### config.mk
export PLATFORM = sky130hd
export DESIGN_NAME = parking_gate_ctrl
export DESIGN_NICKNAME = d
export VERILOG_FILES = /design/src/rtl/parking_gate_ctrl.sv
export SDC_FILE = /design/constraint.sdc
export NUM_CORES = 1
export LEC_CHECK = 0
export ABC_AREA = 1
export CAP_MARGIN = 10
export CORE_AREA = 10 10 60 62
export CTS_CLUSTER_SIZE = 40
export DETAILED_ROUTE_END_ITERATION = 7
export DIE_AREA = 0 0 70 72
export PLACE_DENSITY = 0.86
export REMOVE_ABC_BUFFERS = 1
export SETUP_SLACK_MARGIN = 0.3
export SLEW_MARGIN = 0
export SYNTH_ARGS = -nofsm -noshare
export SYNTH_HDL_FRONTEND = slang
export SYNTH_SLANG_ARGS = --single-unit
### constraint.sdc
create_clock -name clk -period 1.65 [get_ports clk]
set_input_delay 0.495 -clock clk [delete_from_list [all_inputs] [get_ports clk]]
set_output_delay 0.495 -clock clk [all_outputs]
set_load 0.01 [all_outputs]
### src/rtl/parking_gate_ctrl.sv
// Parking gate controller: arbitrates entry/exit barriers, times out stalled
// cars and strobes an external occupancy counter when a car has passed.
module parking_gate_ctrl #(
  parameter int unsigned CAPACITY = 9,
  parameter int unsigned TIMEOUT  = 1000
) (
  input  logic       clk,
  input  logic       rst_n,
  input  logic       entry_req_i,
  input  logic       entry_pass_i,
  input  logic       exit_req_i,
  input  logic       exit_pass_i,
  input  logic [3:0] count_i,
  output logic       count_up_o,
  output logic       count_down_o,
  output logic       entry_open_o,
  output logic       exit_open_o,
  output logic       full_o,
  output logic       timeout_err_o,
  output logic       underflow_err_o
);

  localparam int unsigned CNT_W = 4;
  localparam int unsigned TMR_W = (TIMEOUT > 1) ? $clog2(TIMEOUT) : 1;
  localparam logic [CNT_W-1:0] CAP      = CNT_W'(CAPACITY);
  localparam logic [TMR_W-1:0] TMR_LAST = TMR_W'(TIMEOUT - 1);

  typedef enum logic [2:0] {
    S_IDLE,
    S_IN_OPEN,
    S_OUT_OPEN,
    S_IN_DONE,
    S_OUT_DONE
  } state_e;

  state_e           state_q, state_d;
  logic [TMR_W-1:0] tmr_q, tmr_d;
  logic             last_in_q, last_in_d;

  logic             entry_elig_c;
  logic             grant_in_c;
  logic             timeout_c;

  logic             entry_open_q;
  logic             exit_open_q;
  logic             count_up_q;
  logic             count_down_q;
  logic             full_q;
  logic             timeout_err_q;
  logic             underflow_err_q;

  // State, wait timer and round-robin memory.
  always_ff @(posedge clk or negedge rst_n) begin
    if (!rst_n) begin
      state_q   <= S_IDLE;
      tmr_q     <= '0;
      last_in_q <= 1'b1;
    end else begin
      state_q   <= state_d;
      tmr_q     <= tmr_d;
      last_in_q <= last_in_d;
    end
  end

  // Next-state logic; entry eligibility uses the live count, not the lagging full flag.
  always_comb begin
    state_d      = state_q;
    tmr_d        = tmr_q;
    last_in_d    = last_in_q;
    timeout_c    = 1'b0;
    entry_elig_c = 1'b0;
    grant_in_c   = 1'b0;

    case (state_q)
      S_IDLE: begin
        entry_elig_c = entry_req_i && (count_i < CAP);
        if (entry_elig_c && exit_req_i) begin
          grant_in_c = !last_in_q;
        end else begin
          grant_in_c = entry_elig_c;
        end
        if (entry_elig_c || exit_req_i) begin
          state_d   = grant_in_c ? S_IN_OPEN : S_OUT_OPEN;
          tmr_d     = '0;
          last_in_d = grant_in_c;
        end
      end
      S_IN_OPEN: begin
        if (entry_pass_i) begin
          state_d = S_IN_DONE;
        end else if (tmr_q == TMR_LAST) begin
          state_d   = S_IDLE;
          timeout_c = 1'b1;
        end else begin
          tmr_d = tmr_q + TMR_W'(1);
        end
      end
      S_OUT_OPEN: begin
        if (exit_pass_i) begin
          state_d = S_OUT_DONE;
        end else if (tmr_q == TMR_LAST) begin
          state_d   = S_IDLE;
          timeout_c = 1'b1;
        end else begin
          tmr_d = tmr_q + TMR_W'(1);
        end
      end
      S_IN_DONE:  state_d = S_IDLE;
      S_OUT_DONE: state_d = S_IDLE;
      default:    state_d = S_IDLE;
    endcase
  end

  // Outputs registered from the next state so they align exactly with the state register.
  always_ff @(posedge clk or negedge rst_n) begin
    if (!rst_n) begin
      entry_open_q    <= 1'b0;
      exit_open_q     <= 1'b0;
      count_up_q      <= 1'b0;
      count_down_q    <= 1'b0;
      full_q          <= 1'b0;
      timeout_err_q   <= 1'b0;
      underflow_err_q <= 1'b0;
    end else begin
      entry_open_q    <= (state_d == S_IN_OPEN);
      exit_open_q     <= (state_d == S_OUT_OPEN);
      count_up_q      <= (state_d == S_IN_DONE);
      count_down_q    <= (state_d == S_OUT_DONE) && (count_i != '0);
      full_q          <= (count_i >= CAP);
      timeout_err_q   <= timeout_c;
      underflow_err_q <= (state_d == S_OUT_DONE) && (count_i == '0);
    end
  end

  assign entry_open_o    = entry_open_q;
  assign exit_open_o     = exit_open_q;
  assign count_up_o      = count_up_q;
  assign count_down_o    = count_down_q;
  assign full_o          = full_q;
  assign timeout_err_o   = timeout_err_q;
  assign underflow_err_o = underflow_err_q;

endmodule
; Word level (Yosys, flattened, before mapping)
; Cells that the tools add are included.
[word_totals]
reg_bits = 21
inputBits = 10
output_inout_bits = 7
[classes]
n_addsub = 1
n_lt_le_gt_ge = 2
eq_ne = 10
n_mux = 17
n_reduce_logical = 12
[op_table]
columns = op, count
row1 = 10-bit two-way mux, 4
row2 = 10-bit one-hot mux with 3 select lines, 1
row3 = 3-bit two-way mux, 4
row4 = "10-bit by 1-bit adder with 10-bit output, second input constant", 1
row5 = "10-bit equality test, second input constant", 1
row6 = "3-bit by 2-bit equality test with 1-bit output, second input constant", 3
row7 = 3-bit one-hot mux with 3 select lines, 1
row8 = "3-bit by 1-bit equality test with 1-bit output, second input constant", 2
row9 = "2-bit inequality test, second input constant", 3
row10 = 1-bit two-way mux, 5
row11 = "4-bit >= comparator, second input constant", 1
row12 = 1-bit logical AND, 4
row13 = 4-bit zero test, 1
row14 = "4-bit less-than comparator, second input constant", 1
row15 = 4-bit AND reduction, 1
row16 = 4-bit nonzero test, 1
row17 = "3-bit equality test, second input constant", 1
row18 = 3-bit zero test, 1
row19 = 3-bit nonzero test, 1
row20 = 2-bit two-way mux, 1
row21 = 1-bit one-hot mux with 2 select lines, 1
row22 = 2-bit AND reduction, 1
row23 = 1-bit zero test, 1
row24 = 1-bit logical OR, 1

; Logic depth before layout (Yosys ltp)
; Gate-level depths: netlist of the first run.
[depth]
word_depth = 10
ltp_mapped = 9
depth_no_buf = 9

; Least setup slack after synthesis of the first run
; No wires, ideal clock.
[synth_path]
kind = register -> register
start = register tmr_q[0]
end = register exit_open_q (netlist: exit_open_o)
arrival_time_ns = 1.255
slack_ns = 0.282
stages_incl_launch_ff = 10
n_path_buf = 0
synth_period_minus_slack_ns = 1.368
cell_sequence = dfrtp_1 ha_1 nand2_1 inv_1 nand3_2 nand2_1 nor2_1 nor2_4 nand2_1 inv_1
[synth_via]
elab_chain_len = 5
word_cells_on_any_way = 6
[synth_rtl]
columns = item, line
row1 = start: declaration, 37  ; logic [TMR_W-1:0] tmr_q, tmr_d;
row2 = start signal: assignment, 60  ; tmr_q <= tmr_d;
row3 = 10-bit equality test *, "91, 101"
row4 = 3-bit two-way mux *, "91, 101"
row5 = 3-bit two-way mux (on tied branches), "99, 89"
row6 = 3-bit one-hot mux with 3 select lines *, 74  ; case (state_q)
row7 = 3-bit by 2-bit equality test with 1-bit output *, 126  ; exit_open_q <= (state_d == S_OUT_OPEN);
row8 = end signal: assignment, 126
row9 = end: declaration, 45  ; logic exit_open_q;
; Mark *: on every way between the ends. The rest lies on a longest branch, timed or not.
; A chain may end at the register's enable or synchronous reset.

; Final worst setup path of the first run
[layout_path]
start = register state_q[1]
end = register last_in_q
[layout_via]
elab_chain_len = 2
[layout_rtl]
columns = item, line
row1 = start: declaration, 36  ; state_e state_q, state_d;
row2 = start signal: assignment, 59  ; state_q <= state_d;
row3 = 3-bit zero test, 74
row4 = 2-bit AND reduction (no line), n/a
row5 = end signal: assignment, 61  ; last_in_q <= last_in_d;
row6 = end: declaration, 38  ; logic last_in_q, last_in_d;
; No other way between the ends.

==> flow_summary.toml, run 1 <==
[setup_path]
crit_arrival_ns = 1.63
critPathRequiredTime_ns = 1.90
cp_max_fo = 5
reg2reg_depth = 5
reg2reg_to = "last_in_q$_DFFE_PN1P_"
path_class = "reg2reg"
r2r_setup_slack_ns = 0.27
worst_r2r_startpoint = "state_q[1]$_DFF_PN0_"
worst_setup_path_start_kind = "flop"
endpoint_kind = "flop"

[cells_and_area]
fillers = 186
antenna_cells = 0
final_util_pct = 72.22
multi_input_area_sq_um = 734.5
drive_above_1_share_pct = 35.75
seq_area_sq_um = 531.8
nets = 219
layout.cells.non_filler = 237
fin_area_sq_mm = 0.001757
syn2layout_area_growth_pct = 36.58

[sta]
rsz0062_at_grt = "yes"
setup_viol = 0
tightest_slew_ns = 0.2758
finClkSkew_ns = 0.002870
drv_slew = 0
max_freq_mhz = 723.6
worst_slack_ns = 0.2680
period_minus_slack_ns = 1.382
finalCritPeriodShare_pct = 83.75
max-slew-margin-rel_pct = 81.61
whs_ns = 0.4943
finalHoldViolCount = 0
tns_ns = 0

[placed_design]
place.gp.congestion = 0.8775
place_area_sq_mm = 0.001531
dp_hpwl_microns = 2067
dpl.cell_count = 217
dpl_worst_slack_ns = -0.2150
portBuffers = 16

[route]
vias = 1246
wl_per_cell_microns = 14.15
drtIter0Drc = 88
ant_nets = 0
drc_errors = 0
vias_per_cell = 5.257
dr.pass1.iters = 4
totalWireLength_microns = 3353

[clock_tree]
clockBufferDepth = 2
hold_buffers = 0
cts_tree = "built"
cts.sinks = 21
clk_pin_slew_worst_paths_ns = 0.11
htreeDepth = 1
clockRootBuffer = "clkbuf_4"
insertion_delay_ns = 0.29
cts_made_buffers = 3

[floorplanning]
num_rows = 18
dieArea_sq_mm = 0.005040
num_io_pins = 17
fp.dieW_microns = 70
die_y_microns = 72
floorplan.core_area_sq_mm = 0.002432
start_util_pct = 52.88

[yosys]
synth_mux_area_share_pct = 0
synth_largest_area_cell = "dfrtp_1"
ys_ff_latch = 21
synth_edf_count = 0
ys_top_cells_by_area = "dfrtp_1 39%, nand2_1 16%, inv_1 6.1%"
ys_seq_area_share_pct = 40.95
ys_top_cells_by_count = "54 x nand2_1, 21 x inv_1, 20 x dfrtp_1, 18 x nor2_1, 14 x nand3_1"
syn-cell-area_sq_mm = 0.001286
synth-simple-area-share_pct = 45.14
synth.avg_cell_area_sq_um = 7.795
synth_compound_area_share_pct = 2.529
ys.warnings.count = 0
synth_xor_area_share_pct = 2.043
syn_inst = 165
synth.top_cell.area_share_pct = 38.91
synthFlopType = "dfrtp_1"
async_flop_share_pct = 100.0
synthAdderAreaFrac_pct = 0.9728
synth.most_common_cell = "nand2_1"
synth_top_family_by_area = "simple AND/OR/NAND/NOR gates"
ys_types = 28

[hold_path]
min_to = "last_in_q$_DFFE_PN1P_"
hold_start = "last_in_q$_DFFE_PN1P_"
min_path_cells = 2
min_path_type = "reg2reg"

[global_routing]
antenna_found_initial = 0
grt_max_degree = 22
grt_pass1_wl_microns = 6134
overflow = 0
grt_pass1_vias = 1360
globalRouteTotalUtil_pct = 14.26

[pwr]
total_power_mw = 2.213
leakage_nw = 0.9278
power_density_mw_per_mm2 = 1260
vdd_drop_max_mv = 1.342

[status]
outcome = "complete, no violations"

[flow_run]
maxCapViolations = 0
worst max-delay path, stage by stage, from the launching register on:
cell and delay, ns:
dfrtp_2 0.49, nor3_4 0.28, nand4_1 0.22, buf_4 0.20
buf_6 0.10, nand2_2 0.04
registers in the layout, indices dropped and copies added (netlist names):
signal,cells
state_q,3
timeout_err_o,1
exit_open_o,1
underflow_err_o,1
last_in_q,1
full_o,1
tmr_q,10
count_down_o,1
entry_open_o,1
count_up_o,1
what timing repair did:
item,CTS,global route
cloned,1,0
setup buffers,13,2
endpoints found under the hold margin,0,0
pin swaps,13,4
resized for setup,54,12
endpoints found under the setup margin,22,16
layout by cell type (no fill, tap or decap), types with 4 or more instances in the layout:
| master | netlist | layout |
|---|---|---|
| buf_4 | 1 | 20 |
| buf_6 | 0 | 4 |
| dfrtp_2 | 0 | 4 |
| buf_2 | 1 | 5 |
| dlygate4sd2_1 | 0 | 5 |
| nand2_2 | 2 | 6 |
| nor2_1 | 18 | 14 |
| nor2_2 | 0 | 4 |
| nand3_1 | 14 | 13 |
| nand3_4 | 2 | 5 |
| dfrtp_1 | 20 | 16 |
| nand2_1 | 54 | 49 |
| inv_1 | 21 | 18 |
cell families after synthesis:
group | Yosys count
compound gates | 5
simple gates | 109
fa+ha+maj | 1
flops | 21
xor+xnor | 3
buf+inv | 26
routing by layer:
metal | track usage [%] | part of all wire [%] | vias up | wire length, microns
li1 | - | - | 606 | -
met1 | 14.69 | 40 | 593 | 1330
met2 | 27.19 | 53 | 35 | 1791
met3 | 2.993 | 3.7 | 12 | 125
met4 | 6.140 | 3.2 | 0 | 107
met5 | 0 | 0 | - | 0
power breakdown:
group          total [mW]  switching [mW]  internal, mW
combinational        1.25           0.739         0.510
clock               0.237           0.143        0.0941
sequential          0.727           0.106         0.621
total                2.21           0.989          1.22
worst max path at each step:
stage / from / to / slack, ns / depth (start not counted)
after floorplan: tmr_q[0]$_DFFE_PN0P_ / exit_open_o$_DFF_PN0_ / 0.28 / 9
after global placement: count_i[2] / tmr_q[2]$_DFFE_PN0P_ / -0.18 / 9
after detailed placement: count_i[0] / tmr_q[9]$_DFFE_PN0P_ / -0.21 / 9
after CTS: state_q[2]$_DFF_PN0_ / tmr_q[3]$_DFFE_PN0P_ / 0.29 / 8
after global routing: tmr_q[1]$_DFFE_PN0P_ / tmr_q[6]$_DFFE_PN0P_ / 0.17 / 10
final: state_q[1]$_DFF_PN0_ / last_in_q$_DFFE_PN1P_ / 0.27 / 5
area by class of cell:
type | instances | area share, %
flip-flops and latches | 21 | 30.27
multi-input cells | 119 | 41.81
clock buffers | 4 | 1.496
well taps | 30 | 2.137
repair buffers | 39 | 18.45
inverters | 24 | 5.840
Power figures use the tool's default switching activity.
==> run 2: changes to the inputs <==
- clock period: 1.65 -> 1.4 ns (I/O delays scaled with it)
==> run 2 against run 1 <==
Via count increased by 3.0%. Total power increased by 29%. Flip-flop and latch count unchanged. Clock-buffer cell count decreased by 1. Sequential share of layout area decreased by 1.5 points. Core utilization increased by 3.7 points. First-iteration DRC count decreased by 17%. Global-route usage decreased by 0.21 points. Setup slack got worse by 0.25 ns. Critical path type unchanged. Largest power group unchanged.
==> flow_summary.toml, run 2 (synthesis results as in run 1) <==
[placed_design]
place.gp.congestion = 0.8324
portBuffers = 16
dpl.cell_count = 227
dp_hpwl_microns = 2159

[route]
ant_nets = 0
drtIter0Drc = 73
dr.pass1.iters = 4
wl_per_cell_microns = 15.10
drc_errors = 0
totalWireLength_microns = 3639
vias_per_cell = 5.324
vias = 1283

[global_routing]
grt_max_degree = 22
overflow = 0
grt_pass1_vias = 1315
antenna_found_initial = 0
globalRouteTotalUtil_pct = 14.04
grt_pass1_wl_microns = 5851

[cells_and_area]
nets = 223
layout_common_cells = "47 x nand2_1, 21 x buf_4, 17 x inv_1, 17 x dfrtp_1"
mostFrequentLayoutCell = "nand2_1"
top_regs = "tmr_q x10, state_q x3"
fillers = 183
top_register = "tmr_q"
largest_reg_flops = 10
antenna_cells = 0
drive_above_1_share_pct = 39.34
layout.cells.non_filler = 241
syn2layout_area_growth_pct = 43.58

[floorplanning]
floorplan.core_area_sq_mm = 0.002432
die_y_microns = 72
num_rows = 18
dieArea_sq_mm = 0.005040
fp.dieW_microns = 70
start_util_pct = 52.88
num_io_pins = 17

[setup_path]
path_class = "reg2reg"
worst_r2r_startpoint = "state_q[2]$_DFF_PN0_"
endpoint_kind = "flop"
r2r_setup_slack_ns = 0.02
crit_arrival_ns = 1.61
worst_setup_path_start_kind = "flop"
reg2reg_to = "tmr_q[9]$_DFFE_PN0P_"
reg2reg_depth = 7
cp_max_fo = 5
critPathRequiredTime_ns = 1.62

[pwr]
vdd_drop_max_mv = 1.478
power_density_mw_per_mm2 = 1542
leakage_nw = 0.9593

[sta]
finalCritPeriodShare_pct = 98.83
finalHoldViolCount = 0
rsz0062_at_grt = "yes"
tns_ns = 0
period_minus_slack_ns = 1.384
finClkSkew_ns = 0.009794
tightest_slew_ns = 0.2241
drv_slew = 0
max-slew-margin-rel_pct = 85.06
max_freq_mhz = 722.7
setup_viol = 0

[clock_tree]
cts.sinks = 21
cts_made_buffers = 3
clockBufferDepth = 2
insertion_delay_ns = 0.33
clockRootBuffer = "clkbuf_4"
hold_buffers = 0
cts_tree = "built"
clk_pin_slew_worst_paths_ns = 0.13
htreeDepth = 1

[status]
outcome = "complete, no violations"

[hold_path]
min_path_type = "in2async"

[flow_run]
maxCapViolations = 0
run 2: cell count changes in the layout (fill, tap and decap cells not counted), moves of 2 or more:
cell     previous run  this run
nor2_2              4         2
nand2_1            49        47
nor2_4              3         6
buf_6               4         6
nand2_2             6         8
nand3_4             5         7
inv_4               3         1
inv_2               2         4
run 2: worst max path at each step:
stage	start	endpoint	slack, ns	cells past startpoint
4_1_cts	tmr_q[1]$_DFFE_PN0P_	tmr_q[5]$_DFFE_PN0P_	0.06	8
3_5_place_dp	count_i[2]	tmr_q[5]$_DFFE_PN0P_	-0.44	9
3_3_place_gp	count_i[2]	tmr_q[2]$_DFFE_PN0P_	-0.38	9
5_1_grt	state_q[2]$_DFF_PN0_	exit_open_o$_DFF_PN0_	-0.07	6
2_1_floorplan	tmr_q[0]$_DFFE_PN0P_	exit_open_o$_DFF_PN0_	0.03	9
6_report	state_q[2]$_DFF_PN0_	tmr_q[9]$_DFFE_PN0P_	0.02	7
run 2: layout make-up:
class	instances	area (sq um)	share of cell area, %
clock buffer	3	22.52	1.220
timing repair buffer	42	354.1	19.17
multi-input combinational	120	794.5	43.02
sequential	21	530.5	28.73
inverter	24	102.6	5.556
tap	30	37.54	2.033
clock inverter	1	5.005	0.2710
run 2: worst max-delay path, cell delays in order, from the launching register on:
cell and delay [ns]:
dfrtp_2 0.48, clkinv_4 0.12, nand4_2 0.17, nand3_4 0.13, inv_2 0.13, nand3_4 0.10
nand2_1 0.09, nand2_1 0.06
run 2: where the power goes:
part / internal [mW] / switching, mW / total [mW]
clock: 0.107 / 0.211 / 0.318
sequential: 0.732 / 0.149 / 0.881
combinational: 0.716 / 0.933 / 1.65
run 2: stage by stage:
stage | power, mW | worst slack [ns] | hold slack (ns) | instance area [sq um] | util (%)
detailed placement | 2.030 | -0.4447 | 0.4590 | 1619 | 66.56
CTS | 2.635 | 0.06349 | 0.4299 | 1780 | 73.20
global placement | 1.982 | -0.3755 | 0.4514 | 1619 | 66.56
floorplan | 1.621 | 0.03231 | 0.1244 | 1274 | -
global route | 3.034 | -0.06583 | 0.4226 | 1847 | 75.93
finish | 2.848 | 0.01635 | 0.4201 | 1847 | 75.93
run 2: metal layers:
| metal | share of wire [%] | track usage (%) | vias up |
|---|---|---|---|
| met5 | 0 | 0 | - |
| met4 | 4.6 | 8.991 | 0 |
| met3 | 5.3 | 2.721 | 15 |
| met2 | 52 | 25.58 | 49 |
| met1 | 38 | 14.49 | 604 |
| li1 | - | - | 615 |
run 2: timing repair:
item / 4_1_cts / 5_1_grt
endpoints found under the setup margin: 24 / 26
cloned: 2 / 0
pin swaps: 17 / 6
gates resized for setup: 64 / 13
setup buffers: 6 / 2
==> run 3: changes to the inputs <==
- CTS_CLUSTER_DIAMETER: default -> 60
==> results of run 3 <==
No change in the layout: final DEF, timing and power equal those of run 2.
